==> src/rtl/fmc_adc_acq_sequencer.sv <==
// Acquisition sequencer for the FMC-ADC 100Ms core: pre/post-trigger sample
// counting, trigger acceptance, multi-shot bookkeeping and end-of-acquisition.
module fmc_adc_acq_sequencer #(
    parameter int g_multishot_ram_size = 2048,
    parameter int g_shots_width        = 16,
    parameter int g_cnt_width          = 32
) (
    input  logic                     sys_clk_i,
    input  logic                     sys_rst_n_i,
    input  logic                     start_i,
    input  logic                     stop_i,
    input  logic [g_cnt_width-1:0]   pre_samples_i,
    input  logic [g_cnt_width-1:0]   post_samples_i,
    input  logic [g_shots_width-1:0] shots_i,
    input  logic                     samples_valid_i,
    input  logic                     trig_i,
    output logic                     samples_wr_en_o,
    output logic                     trig_accepted_o,
    output logic                     tag_wr_o,
    output logic                     shot_end_o,
    output logic                     acq_end_o,
    output logic [g_shots_width-1:0] shots_remaining_o,
    output logic                     cfg_ok_o,
    output logic [2:0]               fsm_state_o
);

    typedef enum logic [2:0] {
        S_IDLE      = 3'd1,
        S_PRE_TRIG  = 3'd2,
        S_WAIT_TRIG = 3'd3,
        S_POST_TRIG = 3'd4,
        S_TRIG_TAG  = 3'd5,
        S_DECR_SHOT = 3'd6
    } state_t;

    localparam logic [g_cnt_width-1:0]   C_CNT_ONE  = g_cnt_width'(1);
    localparam logic [g_shots_width-1:0] C_SHOT_ONE = g_shots_width'(1);
    localparam logic [g_cnt_width:0]     C_RAM_SIZE = (g_cnt_width+1)'(g_multishot_ram_size);

    state_t                   r_state, w_next;
    logic [g_cnt_width-1:0]   r_pre, r_post;
    logic [g_cnt_width-1:0]   r_pre_cnt, w_pre_cnt_nxt;
    logic [g_cnt_width-1:0]   r_post_cnt, w_post_cnt_nxt;
    logic [g_shots_width-1:0] r_shots_rem, w_shots_nxt;
    logic                     r_cfg_ok, w_cfg_ok;
    logic                     w_latch;
    logic                     r_trig_acc, w_trig_acc_nxt;
    logic                     r_tag_wr, w_tag_wr_nxt;
    logic                     r_shot_end, w_shot_end_nxt;
    logic                     r_acq_end, w_acq_end_nxt;
    logic [g_cnt_width:0]     w_cfg_sum;
    logic [g_cnt_width-1:0]   w_pre_inc, w_post_inc;

    // Sum kept one bit wider so huge pre/post values cannot wrap into a valid config.
    assign w_cfg_sum = {1'b0, pre_samples_i} + {1'b0, post_samples_i};
    assign w_cfg_ok  = (post_samples_i != '0) && (shots_i != '0) &&
                       ((shots_i == C_SHOT_ONE) || (w_cfg_sum <= C_RAM_SIZE));

    assign w_pre_inc  = r_pre_cnt + C_CNT_ONE;
    assign w_post_inc = r_post_cnt + C_CNT_ONE;

    always_comb begin
        w_next         = r_state;
        w_pre_cnt_nxt  = r_pre_cnt;
        w_post_cnt_nxt = r_post_cnt;
        w_shots_nxt    = r_shots_rem;
        w_latch        = 1'b0;
        w_trig_acc_nxt = 1'b0;
        w_shot_end_nxt = 1'b0;
        w_acq_end_nxt  = 1'b0;
        if (stop_i) begin
            w_next         = S_IDLE;
            w_pre_cnt_nxt  = '0;
            w_post_cnt_nxt = '0;
            w_shots_nxt    = '0;
        end else begin
            case (r_state)
                S_IDLE: begin
                    w_pre_cnt_nxt  = '0;
                    w_post_cnt_nxt = '0;
                    if (start_i && r_cfg_ok) begin
                        w_next      = S_PRE_TRIG;
                        w_latch     = 1'b1;
                        w_shots_nxt = shots_i;
                    end
                end
                S_PRE_TRIG: begin
                    if (r_pre == '0) begin
                        w_next = S_WAIT_TRIG;
                    end else if (samples_valid_i) begin
                        w_pre_cnt_nxt = w_pre_inc;
                        if (w_pre_inc == r_pre) w_next = S_WAIT_TRIG;
                    end
                end
                S_WAIT_TRIG: begin
                    if (samples_valid_i && trig_i) begin
                        w_trig_acc_nxt = 1'b1;
                        w_post_cnt_nxt = C_CNT_ONE;
                        w_next         = (r_post == C_CNT_ONE) ? S_TRIG_TAG : S_POST_TRIG;
                    end
                end
                S_POST_TRIG: begin
                    if (samples_valid_i) begin
                        w_post_cnt_nxt = w_post_inc;
                        if (w_post_inc == r_post) w_next = S_TRIG_TAG;
                    end
                end
                S_TRIG_TAG: begin
                    w_next = S_DECR_SHOT;
                end
                S_DECR_SHOT: begin
                    w_shots_nxt    = r_shots_rem - C_SHOT_ONE;
                    w_pre_cnt_nxt  = '0;
                    w_post_cnt_nxt = '0;
                    if (r_shots_rem <= C_SHOT_ONE) begin
                        w_acq_end_nxt = 1'b1;
                        w_next        = S_IDLE;
                    end else begin
                        w_shot_end_nxt = 1'b1;
                        w_next         = S_PRE_TRIG;
                    end
                end
                default: begin
                    w_next = S_IDLE;
                end
            endcase
        end
    end

    // Tag pulse is registered on entry so it lines up with the TRIG_TAG state.
    assign w_tag_wr_nxt = (w_next == S_TRIG_TAG);

    always_ff @(posedge sys_clk_i or negedge sys_rst_n_i) begin
        if (!sys_rst_n_i) begin
            r_state     <= S_IDLE;
            r_pre       <= '0;
            r_post      <= '0;
            r_pre_cnt   <= '0;
            r_post_cnt  <= '0;
            r_shots_rem <= '0;
            r_cfg_ok    <= 1'b0;
            r_trig_acc  <= 1'b0;
            r_tag_wr    <= 1'b0;
            r_shot_end  <= 1'b0;
            r_acq_end   <= 1'b0;
        end else begin
            r_state     <= w_next;
            r_pre_cnt   <= w_pre_cnt_nxt;
            r_post_cnt  <= w_post_cnt_nxt;
            r_shots_rem <= w_shots_nxt;
            r_cfg_ok    <= w_cfg_ok;
            r_trig_acc  <= w_trig_acc_nxt;
            r_tag_wr    <= w_tag_wr_nxt;
            r_shot_end  <= w_shot_end_nxt;
            r_acq_end   <= w_acq_end_nxt;
            if (w_latch) begin
                r_pre  <= pre_samples_i;
                r_post <= post_samples_i;
            end
        end
    end

    assign samples_wr_en_o   = samples_valid_i &&
                               ((r_state == S_PRE_TRIG) || (r_state == S_WAIT_TRIG) ||
                                (r_state == S_POST_TRIG));
    assign trig_accepted_o   = r_trig_acc;
    assign tag_wr_o          = r_tag_wr;
    assign shot_end_o        = r_shot_end;
    assign acq_end_o         = r_acq_end;
    assign shots_remaining_o = r_shots_rem;
    assign cfg_ok_o          = r_cfg_ok;
    assign fsm_state_o       = r_state;

endmodule
==> config.mk <==
export PLATFORM = sky130hd
export DESIGN_NAME = fmc_adc_acq_sequencer
export DESIGN_NICKNAME = d
export VERILOG_FILES = /design/src/rtl/fmc_adc_acq_sequencer.sv
export SDC_FILE = /design/constraint.sdc
export NUM_CORES = 1
export LEC_CHECK = 0
export CAP_MARGIN = 20
export CELL_PAD_IN_SITES_DETAIL_PLACEMENT = 0
export CELL_PAD_IN_SITES_GLOBAL_PLACEMENT = 2
export CORE_MARGIN = 4
export CORE_UTILIZATION = 39
export CTS_BUF_LIST = sky130_fd_sc_hd__clkbuf_4 sky130_fd_sc_hd__clkbuf_8
export CTS_CLUSTER_SIZE = 28
export DETAILED_ROUTE_END_ITERATION = 8
export GPL_TIMING_DRIVEN = 0
export PLACE_DENSITY_LB_ADDON = 0.1
export SYNTH_ARGS = -nofsm -noshare
export SYNTH_HDL_FRONTEND = slang
export SYNTH_SLANG_ARGS = --single-unit
==> constraint.sdc <==
create_clock -name sys_clk_i -period 4.9 [get_ports sys_clk_i]
set_input_delay 0.98 -clock sys_clk_i [delete_from_list [all_inputs] [get_ports sys_clk_i]]
set_output_delay 0.98 -clock sys_clk_i [all_outputs]
set_load 0.03 [all_outputs]
==> results_dict.tcl, run 1 <==
set metrics [dict create \
    rows 61 \
    syn2layout_area_growth_pct 18.67 \
    drt_wl_total_um 36790 \
    yosys.area.top_type "dfrtp_1" \
    synth.most_common_cell "dfrtp_1" \
    status "finished, final reports clean" \
    slew_headroom_pct 31.83 \
    ys.flop_type "dfrtp_1" \
    post_cts_buffers 0 \
    grt_overflow_total 0 \
    end_kind "register" \
    cts.path.max_buffers 2 \
    worstPathMaxFanout 10 \
    r2r-start "r_post_cnt[0]$_DFFE_PN0P_" \
    drcViolationCount 0 \
    grt_util_all_layers_pct 23.19 \
    hold_violations 0 \
    seq_power_share_pct 45.2 \
    initial_core_util_pct 39.73 \
    p_sw_uw 743.7 \
    dp_hpwl_um 28700 \
    clock_skew_ns 0.01747 \
    clock_latency_ns 0.46 \
    r2r_setup_slack_ns 1.20 \
    synth_top_area_share_pct 34.05 \
    grt_antenna_before_repair 0 \
    worstSetupStartpointType "primary input" \
    hp-class "in -> async" \
    synthArstFlopShare_pct 100.0 \
    dieArea_mm2 0.03122 \
    grt_max_degree 89 \
    numCtsBuffers 17 \
    die-width_um 176.7 \
    antenna_left 0 \
    fin_nets 1533 \
    cts_tree "yes" \
    required_ns 5.22 \
    avgSynthCellArea_um2 8.664 \
    swShare_pct 26.81 \
    postSynthCellCount 1281 \
    period_needed_ns 4.690 \
    gp_congestion 0.9022 \
    max_freq_ghz 0.2132 \
    p_leak_nw 5.386 \
    grt_pass1_vias 9699 \
    drv_slew 0 \
    drive_gt1_share_pct 10.06 \
    total_power_mw 2.774 \
    port_buffers 109 \
    crit_arrival_ns 5.01 \
    path_class "in -> reg" \
    antenna_cells 0 \
    power.density_mw_per_mm2 210.6 \
    ys_warn_count 0 \
    synth_edf_count 0 \
    clockRootBuffer "clkbuf_8" \
    synth_nets 1404 \
    drt_first_pass_iters 6 \
    p_int_mw 2.030 \
    synthTopCellsByArea "dfrtp_1 (34%), xnor2_1 (6.9%), mux2_2 (6.7%), ha_1 (4.1%), xor2_1 (3.9%)" \
    cts.sinks 152 \
    r2r_cells 10 \
    core_mm2 0.02793 \
    maxCapViolCount 0 \
    p_clk_share_pct 39.9 \
    dieHeight_um 176.7 \
    ys_seq_area_share_pct 34.28 \
    wl_per_cell_um 20.44 \
    ir_drop_mv 0.1423 \
    worstMarginPinSlew_ns 1.019 \
    nFillCells 2823 \
    min_period_over_period_pct 95.72 \
    h-tree-depth 4 \
    r2r_end "tag_wr_o$_DFF_PN0_" \
    drt_iter0_drc 626 \
    ys_types 75 \
    rsz0062_at_grt "no" \
    ios 111 \
    finalSetupViolCount 0 \
    ys_top_cells_by_count "dfrtp_1 (151), nor2_1 (116), nand2_1 (105)" \
    synth_area_mm2 0.01110 \
    grt_pass1_wl_um 56590 \
    comb_power_share_pct 14.9 \
    vias 10170 \
    synth_seq_cells 152 \
    clk_pin_slew_ns 0.09 \
    timing.setup.tns_ns 0 \
    via_per_inst 5.652 \
]
## layout by cell type, fill, tap and decap left out, drive strengths merged, types with 11 or more instances in the layout
cell type | netlist | final
dfrtp | 151 | 151
mux2 | 66 | 66
inv | 24 | 24
clkbuf | 48 | 66
and2 | 12 | 12
xor2 | 50 | 50
nor4 | 46 | 46
a21oi | 66 | 66
and3 | 17 | 17
o211ai | 13 | 13
nand2 | 106 | 106
nor3 | 44 | 44
a211oi | 19 | 19
o21ai | 85 | 85
nor2 | 116 | 116
mux2i | 12 | 12
o31ai | 14 | 14
nand3 | 53 | 53
a31oi | 14 | 14
or3 | 14 | 14
nand4 | 39 | 39
o21a | 11 | 11
xnor2 | 88 | 88
buf | 24 | 26
clkdlybuf4s50 | 0 | 108
ha | 36 | 36
## final cells by class
cell class,instances,area [um2],share of cell area [%]
plain buffers,72,334.1,2.537
clock buffers,18,241.5,1.834
clock inverters,13,203.9,1.549
inverters,24,90.09,0.6840
multi-input cells,1033,6899,52.38
flip-flops and latches,152,3805,28.89
well taps,378,473.0,3.591
repair buffers,110,1124,8.531
## worst max path at each step
stage                            start                   endpoint  slack (ns)  cells after the start
floorplan             pre_samples_i[0]         cfg_ok_o$_DFF_PN0_        1.12                     11
global placement           sys_rst_n_i  r_post_cnt[4]$_DFFE_PN0P_       -3.76                      1
detailed placement  post_samples_i[28]         cfg_ok_o$_DFF_PN0_       -0.37                     11
CTS                 post_samples_i[28]         cfg_ok_o$_DFF_PN0_        0.09                     11
global route         post_samples_i[0]         cfg_ok_o$_DFF_PN0_        0.01                     12
finish              post_samples_i[13]         cfg_ok_o$_DFF_PN0_        0.21                     12
## critical path, stage by stage
cell and delay, ns:
clkdlybuf4s50_1 0.54, ha_1 0.34, buf_2 0.19, nand4_1 0.19
or3_1 0.50, or3b_1 0.40, o221ai_1 0.32, xor2_1 0.16
a211oi_1 0.21, o2111ai_1 0.21, or4_1 0.60, o31ai_1 0.35
## registers in the layout, summed over array words and instances, names as in the netlist
signal / count
r_pre: 32
acq_end_o: 1
fsm_state_o: 3
shots_remaining_o: 16
shot_end_o: 1
r_pre_cnt: 32
trig_accepted_o: 1
tag_wr_o: 1
r_post: 32
cfg_ok_o: 1
r_post_cnt: 32
## metrics by stage
stage          instance area, um2  cells  hold slack, ns  utilization, %  setup WS, ns
6_report                    13170   1800          0.4604           47.15        0.2096
5_1_grt                     13170   1800          0.4749           47.15       0.01193
4_1_cts                     13140   1800          0.4660           47.04       0.08629
3_5_place_dp                12690   1769          0.5017           45.44       -0.3744
3_3_place_gp                12660   1768          0.4914           45.33        -3.762
2_1_floorplan               11100   1281          0.4712               -         1.123
## cell families (layout without fill, tap and decap cells)
| logic type | count (synthesis) | in the layout | synth area share (%) |
|---|---|---|---|
| xor+xnor | 138 | 138 | 10.96 |
| buf+inv | 96 | 237 | 3.822 |
| fa+ha+maj | 37 | 37 | 4.239 |
| compound gates | 281 | 281 | 16.12 |
| flops | 152 | 152 | 34.28 |
| mux | 78 | 78 | 7.779 |
| simple gates | 499 | 499 | 22.80 |
## metal layers
layer / part of all wire, % / track usage, %
met1: 49 / 34.12
met2: 45 / 36.34
met3: 4.9 / 3.632
met4: 1.3 / 4.707
met5: 0 / 0
## power groups by stage
| stage | registers, mW | logic, mW | clock network (mW) |
|---|---|---|---|
| 5_1_grt | 1.25 | 0.455 | 1.18 |
| 4_1_cts | 1.25 | 0.408 | 1.14 |
| 3_5_place_dp | 1.28 | 0.405 | 0 |
| 2_1_floorplan | 1.28 | 0.211 | 0 |
| 6_report | 1.25 | 0.414 | 1.11 |
| 3_3_place_gp | 1.28 | 0.404 | 0 |
## what timing repair did
item	CTS	global route
resized for setup	0	5
hold buffers	0	0
setup endpoints to repair	0	1
No activity file was read; power rests on OpenSTA's default activity.
==> run 2: changes to the inputs <==
--- a/config.mk
+++ b/config.mk
@@ -11,6 +11,7 @@
 export CORE_MARGIN = 4
 export CORE_UTILIZATION = 39
 export CTS_BUF_LIST = sky130_fd_sc_hd__clkbuf_4 sky130_fd_sc_hd__clkbuf_8
+export CTS_CLUSTER_DIAMETER = 100
 export CTS_CLUSTER_SIZE = 28
 export DETAILED_ROUTE_END_ITERATION = 8
 export GPL_TIMING_DRIVEN = 0
==> results of run 2 <==
Final layout, timing and power as in run 1 (identical DEF).
==> run 3: changes to the inputs <==
--- a/config.mk
+++ b/config.mk
@@ -10,7 +10,7 @@
 export CELL_PAD_IN_SITES_GLOBAL_PLACEMENT = 2
 export CORE_MARGIN = 4
 export CORE_UTILIZATION = 39
-export CTS_BUF_LIST = sky130_fd_sc_hd__clkbuf_4 sky130_fd_sc_hd__clkbuf_8
+export CTS_BUF_LIST = sky130_fd_sc_hd__clkbuf_8
 export CTS_CLUSTER_DIAMETER = 100
 export CTS_CLUSTER_SIZE = 28
 export DETAILED_ROUTE_END_ITERATION = 8
==> results_dict.tcl, run 3 (synthesis gave the netlist of run 1 again) <==
set metrics [dict create \
    ir_drop_mv 0.1422 \
    period_needed_ns 4.725 \
    r2r_cells 10 \
    hold_violations 0 \
    grt_pass1_wl_um 56590 \
    r2r_setup_slack_ns 1.16 \
    clock_skew_ns 0.02005 \
    port_buffers 109 \
    drt_first_pass_iters 6 \
    drv_slew 0 \
    drcViolationCount 0 \
    critical-path-top-delay-family "simple AND/OR/NAND/NOR gates" \
    total_power_mw 2.774 \
    post-place-ws_ns -0.3744 \
    p_leak_nw 5.386 \
    slowest_stage "or4_1" \
    cts.path.max_buffers 2 \
    initial_core_util_pct 39.73 \
    crit_arrival_ns 5.04 \
    drt_wl_total_um 36810 \
    slew_headroom_pct 31.03 \
    via_per_inst 5.677 \
    core_mm2 0.02793 \
    crit_path_max_incr_delay_ns 0.61 \
    wl_per_cell_um 20.45 \
    clockRootBuffer "clkbuf_8" \
    hp-class "in -> async" \
    syn2layout_area_growth_pct 18.64 \
    vias 10220 \
    rows 61 \
    worstMarginPinSlew_ns 1.031 \
    h-tree-depth 4 \
    drive_gt1_share_pct 9.986 \
    die-width_um 176.7 \
    numCtsBuffers 17 \
    clk_pin_slew_ns 0.10 \
    r2r-start "r_post_cnt[0]$_DFFE_PN0P_" \
    critPathBufInv 2 \
    critPathCapture "cfg_ok_o$_DFF_PN0_" \
    crit_cells 12 \
    grt_overflow_total 0 \
    grt_max_degree 89 \
    end_kind "register" \
    drt_iter0_drc 681 \
    mostFrequentLayoutCells "dfrtp_1 (151), nor2_1 (116), clkdlybuf4s50_1 (108), nand2_1 (105), xnor2_1 (87)" \
    finalSetupViolCount 0 \
    worstPathMaxFanout 10 \
    r2r_end "tag_wr_o$_DFF_PN0_" \
    worstSetupStartpointType "primary input" \
    ios 111 \
    grt_pass1_vias 9699 \
    status "finished, final reports clean" \
    grt_util_all_layers_pct 23.19 \
    crit_start "post_samples_i[13]" \
    fin_nets 1533 \
    min_period_over_period_pct 96.44 \
    maxCapViolCount 0 \
    worst_slack_ns 0.1746 \
    path_class "in -> reg" \
    cts.sinks 152 \
    dieArea_mm2 0.03122 \
    grt_antenna_before_repair 0 \
    required_ns 5.21 \
    clock_latency_ns 0.46 \
    dp_hpwl_um 28700 \
    rsz0062_at_grt "no" \
    cts_tree "yes" \
    layout_commonest_cell "dfrtp_1" \
    antenna_cells 0 \
    dieHeight_um 176.7 \
    power.density_mw_per_mm2 210.7 \
    gp_congestion 0.9022 \
    timing.setup.tns_ns 0 \
    max_freq_ghz 0.2116 \
    crit_chain "clkdlybuf4s50_1 -> ha_1 -> buf_2 -> nand4_1 -> or3_1 -> or3b_1 -> o221ai_1 -> xor2_1 -> a211oi_1 -> o2111ai_1 -> or4_1 -> o31ai_1" \
    antenna_left 0 \
]
run 3: cell types whose count changed in the layout (fill, tap and decap cells not counted):
cell and delta:
clkbuf_4 -1, inv_1 +1
run 3: area by class of cell:
type | count | area, um2
Tap cell | 378 | 473.0
Sequential cell | 152 | 3805
Multi-Input combinational cell | 1033 | 6899
Clock inverter | 14 | 207.7
Inverter | 24 | 90.09
Clock buffer | 17 | 234.0
Fill cell | 2821 | 14770
Buffer | 72 | 334.1
Timing Repair Buffer | 110 | 1124
run 3: worst min path at each step:
stage | to | slack, ns | start
after floorplan | r_post_cnt[31]$_DFFE_PN0P_ | 0.47 | r_post_cnt[31]$_DFFE_PN0P_
after detailed placement | r_post_cnt[31]$_DFFE_PN0P_ | 0.50 | r_post_cnt[31]$_DFFE_PN0P_
after CTS | r_pre_cnt[28]$_DFFE_PN0P_ | 0.47 | sys_rst_n_i
after global placement | r_post_cnt[31]$_DFFE_PN0P_ | 0.49 | r_post_cnt[31]$_DFFE_PN0P_
after global routing | r_pre[27]$_DFFE_PN0P_ | 0.47 | sys_rst_n_i
final | r_pre[27]$_DFFE_PN0P_ | 0.46 | sys_rst_n_i
run 3: worst reg2reg max path, delay by kind of cell (launching register included):
family / cells / cell delay, ns
simple gates: 6 / 1.99
fa+ha+maj: 1 / 0.37
compound gates: 2 / 0.58
xor+xnor: 1 / 0.20
flops: 1 / 0.56
run 3: what timing repair did:
item	4_1_cts	5_1_grt
setup buffers	0	0
setup endpoints to repair	0	1
hold buffers	0	0
resized for setup	0	5
run 3: routing by layer:
| layer | up-vias | GRT usage [%] | part of all wire (%) | wire, um |
|---|---|---|---|---|
| met5 | - | 0 | 0 | 0 |
| met4 | 0 | 4.707 | 1.3 | 493 |
| met3 | 24 | 3.632 | 4.6 | 1707 |
| met2 | 233 | 36.34 | 45 | 16510 |
| met1 | 5012 | 34.12 | 49 | 18090 |
| li1 | 4949 | - | - | - |
run 3: stage by stage:
stage / instance area (um2) / util (%) / std cells / hold slack (ns)
after global placement: 12660 / 45.33 / 1768 / 0.4914
after global routing: 13170 / 47.13 / 1800 / 0.4746
after detailed placement: 12690 / 45.44 / 1769 / 0.5017
after CTS: 13140 / 47.03 / 1800 / 0.4657
final: 13170 / 47.13 / 1800 / 0.4598
after floorplan: 11100 / - / 1281 / 0.4712
run 3: power breakdown:
part / total [mW] / internal, mW / leakage [nW] / switching, mW
logic: 0.414 / 0.170 / 3.06 / 0.244
clock network: 1.11 / 0.599 / 0.215 / 0.508
registers: 1.25 / 1.25 / 2.12 / 0.000138
total: 2.77 / 2.02 / 5.39 / 0.751
